`src/rtl/viterbi_pkg.sv`:
```
// rtl/viterbi_pkg.sv - shared constants and FSM type for the K=3 convolutional encoder/decoder pair
package viterbi_pkg;

  localparam int K          = 3;
  localparam int NUM_STATES = 4;
  localparam int TAIL_LEN   = K - 1;

  localparam logic [1:0] ST_00 = 2'b00;
  localparam logic [1:0] ST_01 = 2'b01;
  localparam logic [1:0] ST_10 = 2'b10;
  localparam logic [1:0] ST_11 = 2'b11;

  localparam logic [2:0] G0_DEF = 3'b111;
  localparam logic [2:0] G1_DEF = 3'b101;

  typedef enum logic [1:0] {
    IDLE = 2'd0,
    ENC  = 2'd1,
    TAIL = 2'd2,
    DONE = 2'd3
  } enc_fsm_e;

endpackage

```
`src/rtl/conv_enc_core.sv`:
```
// rtl/conv_enc_core.sv - combinational K=3 encoder step: (in, s) -> {symbol, next state}
module conv_enc_core
  import viterbi_pkg::*;
#(
  parameter logic [2:0] G0 = G0_DEF,
  parameter logic [2:0] G1 = G1_DEF
) (
  input  logic       in_bit,
  input  logic [1:0] state,
  output logic [1:0] sym,
  output logic [1:0] next_state
);

  logic [2:0] taps;

  assign taps       = {in_bit, state};
  assign sym        = {^(G0 & taps), ^(G1 & taps)};
  assign next_state = {in_bit, state[1]};

endmodule

```
`src/rtl/conv_encoder.sv`:
```
// rtl/conv_encoder.sv - framed rate-1/2 K=3 encoder with zero tail; optional CONV_ENC_ERR_INJ_EN adds i_err_mask
module conv_encoder
  import viterbi_pkg::*;
#(
  parameter int         FRAME_LEN = 8,
  parameter logic [2:0] G0        = G0_DEF,
  parameter logic [2:0] G1        = G1_DEF
) (
  input  logic       clk,
  input  logic       rst,
  input  logic       i_start,
  input  logic       i_bit,
  input  logic       i_valid,
`ifdef CONV_ENC_ERR_INJ_EN
  input  logic [1:0] i_err_mask,
`endif
  output logic       o_ready,
  output logic [1:0] o_sym,
  output logic       o_sym_valid,
  input  logic       i_sym_ready,
  output logic [1:0] o_state,
  output logic       o_busy,
  output logic       o_done
);

  localparam int CW = $clog2(FRAME_LEN + 1);
  localparam logic [CW-1:0] LAST_BIT = CW'(FRAME_LEN - 1);

  enc_fsm_e      fsm_q;
  logic [1:0]    s_q;
  logic [CW-1:0] count_q;
  logic          tail_cnt_q;
  logic [1:0]    sym_q;
  logic          sym_valid_q;
  logic          done_q;

  logic          slot_free;
  logic          core_in;
  logic [1:0]    core_sym;
  logic [1:0]    core_next;
  logic [1:0]    err_mask;
  logic [1:0]    sym_d;

  // A new symbol may load in the same cycle the held one is taken downstream.
  assign slot_free = !sym_valid_q || i_sym_ready;
  assign core_in   = (fsm_q == ENC) ? i_bit : 1'b0;

`ifdef CONV_ENC_ERR_INJ_EN
  assign err_mask = i_err_mask;
`else
  assign err_mask = 2'b00;
`endif

  assign sym_d = core_sym ^ err_mask;

  conv_enc_core #(
    .G0 (G0),
    .G1 (G1)
  ) u_core (
    .in_bit     (core_in),
    .state      (s_q),
    .sym        (core_sym),
    .next_state (core_next)
  );

  always_ff @(posedge clk or negedge rst) begin
    if (!rst) begin
      fsm_q       <= IDLE;
      s_q         <= ST_00;
      count_q     <= '0;
      tail_cnt_q  <= 1'b0;
      sym_q       <= 2'b00;
      sym_valid_q <= 1'b0;
      done_q      <= 1'b0;
    end else begin
      done_q <= 1'b0;
      if (sym_valid_q && i_sym_ready) sym_valid_q <= 1'b0;
      case (fsm_q)
        IDLE: begin
          if (i_start) begin
            s_q        <= ST_00;
            count_q    <= '0;
            tail_cnt_q <= 1'b0;
            fsm_q      <= ENC;
          end
        end
        ENC: begin
          if (i_valid && slot_free) begin
            sym_q       <= sym_d;
            sym_valid_q <= 1'b1;
            s_q         <= core_next;
            count_q     <= count_q + CW'(1);
            if (count_q == LAST_BIT) fsm_q <= TAIL;
          end
        end
        TAIL: begin
          // Two zero-input steps flush the register back to state 00.
          if (slot_free) begin
            sym_q       <= sym_d;
            sym_valid_q <= 1'b1;
            s_q         <= core_next;
            tail_cnt_q  <= 1'b1;
            if (tail_cnt_q) fsm_q <= DONE;
          end
        end
        DONE: begin
          if (sym_valid_q && i_sym_ready) begin
            done_q <= 1'b1;
            fsm_q  <= IDLE;
          end
        end
        default: fsm_q <= IDLE;
      endcase
    end
  end

  assign o_ready     = (fsm_q == ENC) && slot_free;
  assign o_sym       = sym_q;
  assign o_sym_valid = sym_valid_q;
  assign o_state     = s_q;
  assign o_busy      = (fsm_q != IDLE);
  assign o_done      = done_q;

endmodule

```
`config.mk`:
```
export PLATFORM = sky130hd
export DESIGN_NAME = conv_encoder
export DESIGN_NICKNAME = d
export VERILOG_FILES = /design/src/rtl/viterbi_pkg.sv /design/src/rtl/conv_enc_core.sv /design/src/rtl/conv_encoder.sv
export SDC_FILE = /design/constraint.sdc
export NUM_CORES = 1
export LEC_CHECK = 0
export CORE_UTILIZATION = 27
export CTS_CLUSTER_DIAMETER = 150
export DETAILED_ROUTE_END_ITERATION = 12
export HOLD_SLACK_MARGIN = 0.06
export SETUP_SLACK_MARGIN = 0.05
export SYNTH_ARGS = -nofsm -noshare
export SYNTH_HDL_FRONTEND = slang
export SYNTH_SLANG_ARGS = --single-unit
```
`constraint.sdc`:
```
create_clock -name clk -period 2.2 [get_ports clk]
set_input_delay 0.22 -clock clk [delete_from_list [all_inputs] [get_ports clk]]
set_output_delay 0.22 -clock clk [all_outputs]
set_load 0.01 [all_outputs]
```
==> impl_metrics.yaml <==
status:
  status: "finished with violations"
  violations: "DRC"
route:
  via_count: 607
  via_per_inst: 4.895
  first_pass_iters: 9
  ant_nets: 0
  drt_iter0_drc: 15
  routed_wl_um: 1611
  drc: 1
  wl_per_cell_um: 12.99
layout:
  diodes: 0
  final_cells: 124
  post-route-util_pct: 36.22
  multiInputGateArea_um2: 462.9
  layout.nets: 107
  final_layout_size_suffix_gt1_share_pct: 15.05
  finalInstanceArea_um2: 1025
  fillCellCount: 279
  seqCellArea_um2: 325.3
  syn_to_final_growth_pct: 24.28
yosys:
  synthMuxAreaShare_pct: 10.32
  netlist_area_um2: 824.5
  yosysWarnings: 0
  syn_avg_cell_area_um2: 10.71
  synth_edf_count: 0
  synth_top_family_by_area: "simple AND/OR/NAND/NOR gates"
  synth_xor_area_share_pct: 2.124
  synth_seq_cells: 13
  yosys-top-cells-count: "13 x dfrtp_1, 11 x inv_1, 7 x ha_1"
  yosysSeqAreaShare_pct: 39.45
  synth_cell_types: 31
  synth_area_leaders: "dfrtp_1 39%, ha_1 11%, mux2_2 5.5%"
  synth_top_area_share_pct: 39.45
  synth_compound_area_share_pct: 12.29
  synthAdderAreaFrac_pct: 10.62
  synthSimpleGateAreaFrac_pct: 19.27
  synth_ff_type: "dfrtp_1"
  syn_nets: 90
  synth.most_common_cell: "dfrtp_1"
  async_flop_share_pct: 100.0
  yosysTopAreaCell: "dfrtp_1"
  syn_inst: 77
pwr:
  peakVddDrop_mv: 0.5043
  netSwitchingFraction_pct: 41.29
  p_per_area_nw_per_um2: 1421
  finalPower_mw: 1.456
  seq_power_share_pct: 30.8
  comb_power_share_pct: 59.1
  power.switching_mw: 0.6012
  leakage_nw: 0.4571
  p_int_mw: 0.8548
  p_clk_share_pct: 10.1
setup_path:
  path_max_fanout: 4
  r2r-start: "fsm_q[0]"
  arrival_ns: 2.21
  critPathSlowestCell: "dfrtp_1"
  required_ns: 2.36
  r2r_setup_slack_ns: 0.15
  crit_chain: "inv_1, ha_1, nor2b_4, a31oi_1, nor3b_2, mux2_2"
  cp-start-kind: "flip-flop"
  r2r_cells: 6
  path_buf_inv: 1
  crit_type: "flip-flop to flip-flop"
  cp-end-kind: "flip-flop"
  max_stage_delay_ns: 0.45
  crit_family: "simple AND/OR/NAND/NOR gates"
  r2r-end: "o_state[1]"
clock_tree:
  clk_pin_slew_ns: 0.08
  cts_sinks: 13
  clkLatencyLatePin_ns: 0.28
  cts_resized: 1
  cts_tree: "built"
  clockBufferDepth: 2
  clockRootBuffer: "clkbuf_4"
  cts_hold_buf: 0
  numCtsBuffers: 3
  ctsHtreeMaxLevel: 1
  cts_setup_buffers: 0
placement:
  pre_cts_ws_ns: 0.1992
  place.gp.congestion: 0.7071
  io_buffers: 13
  dp.cells: 120
  dp_hpwl_um: 1230
  place_area_um2: 985.9
timing:
  whs_ns: 0.3080
  period_needed_ns: 2.045
  fin_skew_ns: 0.007361
  slew_violations: 0
  max-slew-margin-rel_pct: 60.94
  fin_ws_ns: 0.1546
  worstMarginPinSlew_ns: 0.5840
  rsz0062_at_grt: "true"
  fmaxAchievable_ghz: 0.4889
  tns_ns: 0
  hold_violations: 0
  setup_viol: 0
  timing.final.crit_share_pct: 92.97
global_route:
  grt_pass1_wl_um: 2891
  grt_overflow: 0
  grt_usage_pct: 11.78
  antenna_found_initial: 0
  grt_max_degree: 16
  grt_pass1_vias: 638
floorplanning:
  rows: 19
  pin_count: 14
  die_y_um: 57.26
  coreArea_um2: 2829
  die_area_um2: 3279
  die_x_um: 57.26
  initial_utilization_pct: 29.15
job:
  cap_violations: 0
min_path:
  hold_class: "input port to asynchronous set/reset pin"
[power by group through the flow]
stage | clock [mW] | combinational, mW | sequential [mW]
after detailed placement | 0 | 0.844 | 0.449
after floorplan | 0 | 0.598 | 0.442
after CTS | 0.152 | 0.851 | 0.444
after global placement | 0 | 0.817 | 0.440
final | 0.147 | 0.861 | 0.448
after global routing | 0.164 | 0.958 | 0.468
[state kept, by name, summed over array words and instances (netlist names)]
register,cells
count_q,4
fsm_q,2
o_done,1
o_state,2
o_sym,2
o_sym_valid,1
tail_cnt_q,1
[logic make-up (layout without fill, tap and decap cells)]
logic type / after synthesis / count (layout)
buffers and inverters: 12 / 28
muxes: 8 / 8
and+or+nand+nor: 23 / 23
adders and majority gates: 7 / 7
DFF: 13 / 13
xor gates and xnor gates: 2 / 2
AOI/OAI and AO/OA: 12 / 12
[per-layer routing]
metal / vias up / part of all wire (%) / GRT usage [%] / routed length, um
met5: - / 0 / 0 / 0
li1: 297 / - / - / -
met2: 17 / 46 / 19.83 / 749
met3: 2 / 5.2 / 4.535 / 84
met1: 291 / 47 / 13.68 / 757
met4: 0 / 1.2 / 4.181 / 19
[area by class of cell]
| type | count | share of cell area, % |
|---|---|---|
| sequential | 13 | 31.75 |
| multi-input combinational | 52 | 45.18 |
| clock buffer | 4 | 2.564 |
| inverter | 11 | 4.029 |
| tap | 31 | 3.785 |
| timing repair buffer | 13 | 12.70 |
[cell usage in the layout, fill, tap and decap left out]
| cell type | netlist | final |
|---|---|---|
| clkbuf_1 | 0 | 1 |
| a21boi_2 | 1 | 1 |
| nor3b_1 | 1 | 1 |
| a31oi_1 | 1 | 1 |
| nand3_1 | 4 | 4 |
| and3b_1 | 1 | 1 |
| nand3b_1 | 2 | 2 |
| mux2i_1 | 4 | 4 |
| inv_1 | 11 | 11 |
| a21oi_1 | 2 | 2 |
| and2_1 | 1 | 1 |
| ha_1 | 7 | 6 |
| clkdlybuf4s50_1 | 0 | 13 |
| nor2_1 | 1 | 1 |
| xnor2_1 | 1 | 1 |
| and3_1 | 2 | 2 |
| nor2b_4 | 1 | 1 |
| a22o_1 | 1 | 1 |
| nor2_2 | 1 | 1 |
| clkbuf_4 | 0 | 3 |
| mux2_2 | 4 | 4 |
| o2bb2ai_1 | 1 | 1 |
| nor4_4 | 1 | 1 |
| dfrtp_1 | 13 | 13 |
| nand4_1 | 1 | 1 |
| nand2_1 | 5 | 5 |
| o21ai_0 | 3 | 3 |
| ha_4 | 0 | 1 |
| xor2_1 | 1 | 1 |
| nor3b_2 | 1 | 1 |
| nand2b_1 | 1 | 1 |
| o22ai_1 | 1 | 1 |
| a2111oi_4 | 1 | 1 |
| o211ai_1 | 1 | 1 |
[worst max path at each step]
stage | startpoint | endpoint | slack, ns | cells after the start
2_1_floorplan | fsm_q[0] | o_state[1] | 0.45 | 6
4_1_cts | fsm_q[1] | o_ready | 0.07 | 4
6_report | fsm_q[0] | o_state[1] | 0.15 | 6
5_1_grt | fsm_q[0] | o_state[1] | -0.01 | 6
3_3_place_gp | fsm_q[1] | count_q[3] | 0.25 | 6
3_5_place_dp | fsm_q[1] | count_q[3] | 0.20 | 6
[worst reg2reg max path: cells and delay by family, from the launching register on]
family | cells | cell delay (ns)
AND/OR/NAND/NOR | 2 | 0.49
buffers and inverters | 1 | 0.13
adder cells (fa/ha/maj) | 1 | 0.29
AO/OA/AOI/OAI | 1 | 0.22
multiplexers | 1 | 0.37
flip-flops | 1 | 0.45
(Power assumes the default switching activity.)
==> RTL edit: new RTL, same settings <==
Change the parameter `FRAME_LEN` from 8 to 32.
--- a/src/rtl/conv_encoder.sv
+++ b/src/rtl/conv_encoder.sv
@@ -3,5 +3,5 @@
   import viterbi_pkg::*;
 #(
-  parameter int         FRAME_LEN = 8,
+  parameter int         FRAME_LEN = 32,
   parameter logic [2:0] G0        = G0_DEF,
   parameter logic [2:0] G1        = G1_DEF
Behaviour: not the same (a bounded check fails within 10 cycles, from zero or initial values and one cycle with rst low).
==> RTL edit against the original RTL <==
- setup slack better by 0.024 ns
- sequential cell count up 2
- final area up 5.1%
- critical path type unchanged
- synthesized area up 4.6%
- total power down 0.60%
- synthesized cell count up 10%
- final cell count up 19%
- wire length up 11%
==> RTL edit: results (changes against the original RTL) <==
{| class="wikitable"
! Metric !! Value
|-
| Status || complete, no violations
|-
| Count of plain and timing-repair buffers in the layout || 16 (+3)
|-
| Via density || 4.55 (-7.0%)
|-
| First-pass GRT wire length || 3.07 mm (+6.2%)
|-
| Max transition margin || 0.517 (-0.0924)
|-
| Total global-route track usage || 0.120 (+0.00177)
|-
| Reg2Reg Launch Point || fsm_q[1]$_DFFE_PN0P_
|-
| Multi-input combinational cell count || 62 (+19%)
|-
| Post-synthesis sequential area ratio || 0.435 (+0.0409)
|-
| Number of global-route vias before repair || 675 (+5.8%)
|-
| Commonest cells post-synth || sky130_fd_sc_hd__dfrtp_1 (15), sky130_fd_sc_hd__a21oi_1 (7), sky130_fd_sc_hd__nand2_1 (7)
|-
| Post-synthesis register bit count || 15 (+2)
|-
| Post-synth net total || 97 (+7.8%)
|-
| Post-synthesis average cell area || 10.1 sq um (-5.3%)
|-
| Leak || 0.000474 uW (+3.8%)
|-
| Count of non-CTS inverters in the layout || 6 (-5)
|-
| Highest ir drop seen on vdd || 467 uV (-7.4%)
|-
| Number of library cell types mapped by synthesis || 28 (-9.7%)
|-
| Setup slack at placement || 0.198 ns (-0.000918 ns)
|-
| Final-layout clock-cell area share || 0.0244 (-0.00125)
|-
| Utilization after layout || 0.353 (-0.00936)
|-
| Routability Congestion || 0.776 (+9.7%)
|-
| Cells taking the most area after synthesis || sky130_fd_sc_hd__dfrtp_1 (44%), sky130_fd_sc_hd__ha_1 (8.7%), sky130_fd_sc_hd__mux2_2 (5.2%)
|-
| Worst reg-to-reg setup slack || 0.18 ns (+0.02 ns)
|-
| Post-cts gate resize count || 0 (-1)
|-
| Count of fill cells added during filler insertion || 336 (+20%)
|-
| Clock input transition at the sequential cells of the worst setup and hold paths || 0.10 ns (+0.02 ns)
|-
| First DRT Iteration DRCs || 10 (-5)
|-
| Sum of net half-perimeters after detailed placement || 1.41 mm (+15%)
|-
| 1st-pass router iterations || 4 (-5)
|-
| Final clock skew || 0.00909 ns (+0.00173 ns)
|-
| # nets final || 116 (+8.4%)
|-
| Delay contributed by the slowest stage of the critical path || 0.41 ns (-0.04 ns)
|-
| Largest register FFs || 6 (+2)
|}
RTL edit: logic make-up (layout without fill, tap and decap cells):
logic type | after synthesis | count (layout) | synth area share
compound gates | 18 | 18 | 0.128
xor+xnor | 2 | 2 | 0.0203
fa+ha+maj | 6 | 6 | 0.0871
buf+inv | 8 | 26 | 0.0479
flops | 15 | 15 | 0.435
mux | 7 | 7 | 0.0871
simple gates | 29 | 29 | 0.195
RTL edit: where the power goes:
group	internal (uW)	switching, uW	total [uW]
clock	70.4	94.0	164
sequential	381	82.1	463
combinational	409	411	820
RTL edit: per-layer routing:
metal	track usage	vias to the layer above	routed length (um)
met5	0	-	0
met4	0.0204	0	13
met3	0.0418	2	64
met2	0.200	11	846
met1	0.151	320	868
li1	-	336	-
RTL edit: worst max path at each step:
stage                             end  slack [ns]  cells after the start                  from
2_1_floorplan  count_q[5]$_DFFE_PN0P_        0.36                      7  fsm_q[0]$_DFFE_PN0P_
3_3_place_gp   o_state[1]$_DFFE_PN0P_        0.24                      5               i_start
3_5_place_dp   o_state[1]$_DFFE_PN0P_        0.20                      6  fsm_q[1]$_DFFE_PN0P_
4_1_cts        o_state[1]$_DFFE_PN0P_        0.18                      6  fsm_q[1]$_DFFE_PN0P_
5_1_grt        o_state[1]$_DFFE_PN0P_        0.06                      6  fsm_q[1]$_DFFE_PN0P_
6_report       o_state[1]$_DFFE_PN0P_        0.18                      6  fsm_q[1]$_DFFE_PN0P_
RTL edit: through the flow:
stage | total power (uW) | std cells
2_1_floorplan | 1020 | 85
3_3_place_gp | 1270 | 143
3_5_place_dp | 1300 | 143
4_1_cts | 1470 | 147
5_1_grt | 1580 | 147
6_report | 1450 | 147
